--- config.mk ---
export PLATFORM = sky130hd
export DESIGN_NAME = force_release_unit
export DESIGN_NICKNAME = d
export VERILOG_FILES = /design/src/rtl/fru_pkg.sv /design/src/rtl/fru_sat_counter.sv /design/src/rtl/force_release_unit.sv
export SDC_FILE = /design/constraint.sdc
export NUM_CORES = 1
export LEC_CHECK = 0
export CAP_MARGIN = 20
export CORE_UTILIZATION = 40
export CTS_CLUSTER_DIAMETER = 80
export CTS_CLUSTER_SIZE = 8
export DETAILED_ROUTE_END_ITERATION = 10
export PLACE_DENSITY = 0.77
export SETUP_SLACK_MARGIN = 0.2
export SLEW_MARGIN = 30
export SYNTH_ARGS = -nofsm -noshare
export SYNTH_HDL_FRONTEND = slang
export SYNTH_SLANG_ARGS = --single-unit
--- constraint.sdc ---
create_clock -name clk -period 2 [get_ports clk]
set_clock_uncertainty 0.2 [all_clocks]
set_input_delay 0.4 -clock clk [delete_from_list [all_inputs] [get_ports clk]]
set_output_delay 0.4 -clock clk [all_outputs]
set_load 0.01 [all_outputs]
--- src/rtl/fru_pkg.sv ---
// Shared definitions for the force/release override unit: command encodings,
// controller states and a small op-decoding helper.
package fru_pkg;

  typedef enum logic [1:0] {
    FRU_NOP     = 2'd0,
    FRU_FORCE   = 2'd1,
    FRU_RELEASE = 2'd2,
    FRU_REFORCE = 2'd3
  } fru_op_e;

  typedef enum logic [1:0] {
    ST_REL    = 2'd0,
    ST_FRC    = 2'd1,
    ST_SETTLE = 2'd2
  } fru_state_e;

  localparam int FRU_CNT_W = 16;

  // FORCE and REFORCE both (re)load the override value.
  function automatic logic fru_is_force(input logic [1:0] op);
    return (op == FRU_FORCE) || (op == FRU_REFORCE);
  endfunction

endpackage

--- src/rtl/fru_sat_counter.sv ---
// Saturating up-counter with asynchronous reset and synchronous clear.
module fru_sat_counter #(
  parameter int WIDTH = 16
) (
  input  logic             clk,
  input  logic             rst,
  input  logic             inc,
  input  logic             clr,
  output logic [WIDTH-1:0] cnt
);

  localparam logic [WIDTH-1:0] CNT_MAX = '1;
  localparam logic [WIDTH-1:0] CNT_ONE = {{(WIDTH-1){1'b0}}, 1'b1};

  logic [WIDTH-1:0] r_cnt;

  always_ff @(posedge clk or posedge rst) begin
    if (rst) begin
      r_cnt <= '0;
    end else if (clr) begin
      r_cnt <= '0;
    end else if (inc && (r_cnt != CNT_MAX)) begin
      r_cnt <= r_cnt + CNT_ONE;
    end
  end

  assign cnt = r_cnt;

endmodule

--- src/rtl/force_release_unit.sv ---
// Models a force/release override of a WIDTH-bit net with wire (IS_REG=0) or
// reg (IS_REG=1) release semantics. Define FRU_STATS_EN to add command counters.
module force_release_unit
  import fru_pkg::*;
#(
  parameter int WIDTH  = 8,
  parameter int IS_REG = 0
) (
  input  logic             clk,
  input  logic             rst,
  input  logic [WIDTH-1:0] drv_val,
  input  logic             drv_upd,
  input  logic             cmd_valid,
  output logic             cmd_ready,
  input  logic [1:0]       cmd_op,
  input  logic [WIDTH-1:0] cmd_val,
  output logic [WIDTH-1:0] eff_val,
  output logic             forced,
  output logic             rel_done
`ifdef FRU_STATS_EN
  ,
  output logic [FRU_CNT_W-1:0] force_cnt,
  output logic [FRU_CNT_W-1:0] release_cnt
`endif
);

  fru_state_e       r_state;
  fru_state_e       w_state_next;
  logic [WIDTH-1:0] r_eff;
  logic [WIDTH-1:0] w_eff_next;
  logic             r_ready_en;
  logic             w_accept;
  logic             w_force_cmd;
  logic             w_release_cmd;
  logic             w_drv_take;

  // Ready stays low through the first edge after reset so no command lands there.
  assign cmd_ready     = r_ready_en && (r_state != ST_SETTLE);
  assign w_accept      = cmd_valid && cmd_ready;
  assign w_force_cmd   = w_accept && fru_is_force(cmd_op);
  assign w_release_cmd = w_accept && (cmd_op == FRU_RELEASE);
  assign w_drv_take    = (IS_REG == 0) || drv_upd;

  always_ff @(posedge clk or posedge rst) begin
    if (rst) begin
      r_state <= ST_REL;
    end else begin
      r_state <= w_state_next;
    end
  end

  // While forced, r_eff itself is the latched override value.
  always_comb begin
    w_state_next = r_state;
    w_eff_next   = r_eff;
    case (r_state)
      ST_REL: begin
        if (w_force_cmd) begin
          w_state_next = ST_FRC;
          w_eff_next   = cmd_val;
        end else if (w_drv_take) begin
          w_eff_next = drv_val;
        end
      end
      ST_FRC: begin
        if (w_force_cmd) begin
          w_eff_next = cmd_val;
        end else if (w_release_cmd) begin
          w_state_next = ST_SETTLE;
        end
      end
      ST_SETTLE: begin
        w_state_next = ST_REL;
        if (w_drv_take) begin
          w_eff_next = drv_val;
        end
      end
      default: begin
        w_state_next = ST_REL;
      end
    endcase
  end

  always_ff @(posedge clk or posedge rst) begin
    if (rst) begin
      r_eff      <= '0;
      r_ready_en <= 1'b0;
    end else begin
      r_eff      <= w_eff_next;
      r_ready_en <= 1'b1;
    end
  end

  assign eff_val  = r_eff;
  assign forced   = (r_state == ST_FRC);
  assign rel_done = (r_state == ST_SETTLE);

`ifdef FRU_STATS_EN
  fru_sat_counter #(
    .WIDTH(FRU_CNT_W)
  ) u_force_cnt (
    .clk (clk),
    .rst (rst),
    .inc (w_force_cmd),
    .clr (1'b0),
    .cnt (force_cnt)
  );

  // A release completes on the single SETTLE cycle.
  fru_sat_counter #(
    .WIDTH(FRU_CNT_W)
  ) u_release_cnt (
    .clk (clk),
    .rst (rst),
    .inc (r_state == ST_SETTLE),
    .clr (1'b0),
    .cnt (release_cnt)
  );
`endif

endmodule
==> After elaboration in Yosys (flattened, before gate mapping) <==
Index checks and enable logic that the tools add are counted.
{ "word_totals": {"register_bits": 11, "elab_cells": 29, "out_inout_bits": 11, "in_bits": 22} }
{ "classes": {"eq_ne": 10, "n_reduce_logical": 9, "n_mux": 7} }
{ "ops": {"columns": ["op", "n"], "rows": [
  ["$pmux W8 S3", 1],
  ["$mux W8", 2],
  ["$eq A2 B2 Y1 const B", 3],
  ["$mux W2", 3],
  ["$ne A2 B2 Y1 const B", 3],
  ["$eq A2 B1 Y1 const B", 2],
  ["$logic_and A1 B1 Y1", 4],
  ["$ne A2 B1 Y1 const B", 2],
  ["$pmux W2 S2", 1],
  ["$reduce_and A3 Y1", 1],
  ["$reduce_bool A3 Y1", 1],
  ["$logic_not A2 Y1", 1],
  ["$reduce_and A2 Y1", 1],
  ["$logic_or A1 B1 Y1", 1]
]} }

==> Depth between registers and ports, before layout <==
Gate-level depths: netlist (run 1).
{ "depth": {"ltp_word": 7, "mapped_depth": 8, "ltp_nobuf": 6} }

==> Least setup slack after synthesis (run 1) <==
Ideal clock, no wire load.
{ "synth_timing": {"kind": "reg2reg", "from": "reg r_state[0]", "to": "reg r_eff[0], in the netlist eff_val[0]", "period_less_slack_ns": 1.888, "setup_slack_ns": 0.112, "stages_incl_launch_ff": 9, "required_time_ns": 1.672, "path_buffers": 2, "arrival_ns": 1.560, "setup_time_ns": 0.128, "path_cell_list": "dfrtp_1 -> inv_1 -> ha_1 -> buf_6 -> nand4b_4 -> nor2b_1 -> buf_6 -> a22oi_1 -> a31oi_1"} }
{ "synth_via": {"word_cells_on_any_way": 12, "classes_between": "eq/ne (4); mux (2); reduce/logical (6)"} }
{ "synth_lines": {"columns": ["element", "line_no", "text"], "rows": [
  ["start, declared", "force_release_unit.sv:27", "fru_state_e r_state;"],
  ["start signal, assigned", "force_release_unit.sv:48", "r_state <= w_state_next;"],
  ["$eq A2 B2 Y1 (*)", null, null],
  ["net rel_done", "force_release_unit.sv:19", "output logic rel_done"],
  ["$reduce_bool A3 Y1 (no source line)", null, null],
  ["$reduce_and A2 Y1 (no source line)", null, null],
  ["end signal, assigned", "force_release_unit.sv:89", "r_eff <= w_eff_next;"],
  ["end, declared", "force_release_unit.sv:29", "logic [WIDTH-1:0] r_eff;"]
]} }
Mark *: on every way through the listed nets, which the timed path passes. The rest lies on a longest branch.
A chain may end at the register's enable or synchronous reset.

==> Worst setup path in the final report (run 1) <==
{ "layout_timing": {"from": "reg r_state[1]", "to": "reg r_eff[4], in the netlist eff_val[4]"} }
{ "layout_via": {"elab_chain_len": 6, "word_cells_on_any_way": 12, "classes_between": "eq/ne (4); mux (2); reduce/logical (6)"} }
{ "layout_lines": {"columns": ["element", "line_no", "text"], "rows": [
  ["$ne A2 B2 Y1", "force_release_unit.sv:38", "assign cmd_ready = r_ready_en && (r_state != ST_SETTLE);"],
  ["$logic_and A1 B1 Y1", "force_release_unit.sv:38", null],
  ["$logic_and A1 B1 Y1", "force_release_unit.sv:39", "assign w_accept = cmd_valid && cmd_ready;"],
  ["$logic_and A1 B1 Y1", "force_release_unit.sv:40", "assign w_force_cmd = w_accept && fru_is_force(cmd_op);"],
  ["$mux W8 or $ne A2 B1 Y1 (tied branches)", null, null],
  ["$pmux W8 S3 or $reduce_and A2 Y1 (tied branches)", null, null]
]} }
Several ways; a longest one is shown, not always the timed one.

==> results of run 1 <==
## flip-flops by register name, summed over array words and instances, names as in the netlist
register,cells
eff_val,8
r_ready_en,1
r_state,2
## cells in the mapped netlist
library cell,count
o21ai_0,1
nor2_2,1
nand2_1,8
nand4b_4,1
inv_1,3
buf_6,3
a22o_1,8
nor2_1,11
a31oi_1,8
a22oi_1,8
clkbuf_1,1
ha_1,5
nor2b_1,2
conb_1,1
o31ai_1,1
buf_2,1
a21oi_4,1
dfrtp_1,11
a21oi_1,1
and4_1,1
## power by group
| part | switching [W] | internal [W] | total [W] |
|---|---|---|---|
| combinational | 0.000522 | 0.000585 | 0.00111 |
| clock | 0.0000783 | 0.0000772 | 0.000156 |
| sequential | 0.0000547 | 0.000328 | 0.000383 |
## area by class of cell
type | instances | area (um^2)
Sequential cell | 11 | 275
Timing Repair Buffer | 44 | 422
Fill cell | 151 | 510
Clock buffer | 4 | 26.3
Inverter | 3 | 11.3
Multi-Input combinational cell | 58 | 450
Tap cell | 25 | 31.3
## layer usage
| layer | global-route usage, % | up-vias | wire, um |
|---|---|---|---|
| li1 | - | 368 | - |
| met1 | 23.7 | 362 | 849 |
| met2 | 35.9 | 20 | 1020 |
| met3 | 6.00 | 2 | 86 |
| met4 | 8.48 | 0 | 14 |
| met5 | 0 | - | 0 |
## worst paths after layout
check,start,endpoint,slack (ns),depth (start not counted)
max in group asynchronous,rst,eff_val[2],1.07,2
max,r_state[1],eff_val[4],0.19,7
min,rst,r_state[1],0.23,2
min reg2reg,eff_val[4],eff_val[4],0.35,2
min in group clk,eff_val[4],eff_val[4],0.35,2
max reg2reg,r_state[1],eff_val[4],0.19,7
## worst reg2reg max path, delay by kind of cell (launching register included)
kind / cells / cell delay, ns
flip-flops: 1 / 0.40
adder cells (fa/ha/maj): 1 / 0.16
AO/OA/AOI/OAI: 2 / 0.28
AND/OR/NAND/NOR: 2 / 0.40
buffers and inverters: 2 / 0.25
## stage by stage
step	instances	hold WS [ns]	setup WS [ns]
global route	145	0.275	0.0898
floorplan	77	0.0524	0.223
global placement	135	0.332	0.0974
detailed placement	135	0.339	0.0698
finish	145	0.230	0.194
CTS	144	0.246	0.184
## timing repair
action | in CTS | in global routing
pin swaps | 12 | 0
setup endpoints to repair | 11 | 16
resized for setup | 17 | 8
setup buffers | 5 | 0
cloned | 0 | 1
## logic make-up after synthesis
group	Yosys count	share of synthesized area, %
adders and majority gates	5	8.55
AOI/OAI and AO/OA	28	29.2
buffers and inverters	8	7.35
and+or+nand+nor	24	16.8
other	1	0.512
DFF	11	37.6
==> flow_summary.toml, run 1 <==
[layout]
fin_util_pct = 70.4
drive_above_1_share_pct = 26.7
n_antenna_cell = 0
syn_to_final_growth_pct = 66.2
fin_area_um2 = 1220
final_cell_mix = "clkdlybuf4s50_1, dfrtp_1, nor2_1"
final_common_cell = "clkdlybuf4s50_1"
nets = 148

[sta]
finalHoldViolations = 0
final.min_clock_period_ns = 1.81
fin_crit_sh_pct = 90.3
tns_ns = 0
max_freq_mhz = 554
setup_viol_count_final = 0
rsz0062_at_grt = "yes"
slew_violations = 0

[yosys]
synth.avg_cell_area_um2 = 9.51
synth_top_area_cell = "dfrtp_1"
ys_ff_latch = 11
syn_inst = 77
synth_top_area_share_pct = 37.6
synth_warnings = 0
netlist_area_um2 = 732
synth_cell_types = 20
synthTopCellsByArea = "dfrtp_1, a22o_1, ha_1, a22oi_1, a31oi_1"
synth_nets = 104
ys_seq_area_share_pct = 37.6

[run]
drv_cap = 0

[global_routing]
antenna_found_initial = 0
grtUsageTotal_pct = 20.7
grt_pass1_wl_um = 3000
grt_pass1_vias = 703
grt_start_max_net_pins = 12
grt_overflow = 0

[detailed_routing]
routed_wl_um = 1970
viasPerCell = 5.19
wl_per_cell_um = 13.6
drc = 0
dr.pass1.iters = 4
ant_nets = 0
drt-initial-drc-count = 11
vias = 752

[die]
row_count = 15
die_w_um = 44.8
die_h_um = 44.8
coreArea_um2 = 1730
start_util_pct = 42.4
dieArea_um2 = 2000
ios = 33

[setup_path]
cp_cell_sequence = "buf_6 -> ha_4 -> buf_6 -> nand4b_4 -> nor2b_4 -> a22oi_1 -> a31oi_1"
critical_path_arrival_ns = 1.76
critPathCaptureType = "flop"
crit_family = "flip-flops"
path_max_fanout = 8
crit_buf_inv = 2
cpPeakStageDelay_ns = 0.40
crit_type = "flop to flop"
crit_slowest_cell = "dfrtp_1"
worst_path_most_repeated_cell = "buf_6"
required_ns = 1.95
start_kind = "flop"

[min_path]
hp-class = "input pin to asynchronous set/reset pin"

[status]
outcome = "finished, final reports clean"

[placed_design]
dpl_cell_area_um2 = 1100
gp_congestion = 0.798
dpl.hpwl_um = 1350
io_buffers = 31

[clock_network]
cts_hold_buf = 0
cts_max_level = 1
clk_latency_ns = 0.27
clockRootBuffer = "clkbuf_4"
tritoncts = "built"
clkTransAtPathRegs_ns = 0.07
cts.sinks = 11
numCtsBuffers = 3
clockBufferDepth = 2

[power_and_ir_drop]
fin_total_pwr_w = 0.00165
peakVddDrop_mv = 0.996
p_leak_nw = 0.552
powerDensity_nw_per_um2 = 1350
Note: power is estimated with default switching activity, not from simulation.
==> inputs of run 2 (changes only) <==
- SLEW_MARGIN: 30 -> 20
==> results of run 2 <==
The final DEF is identical to that of run 1; final timing and power are the same.
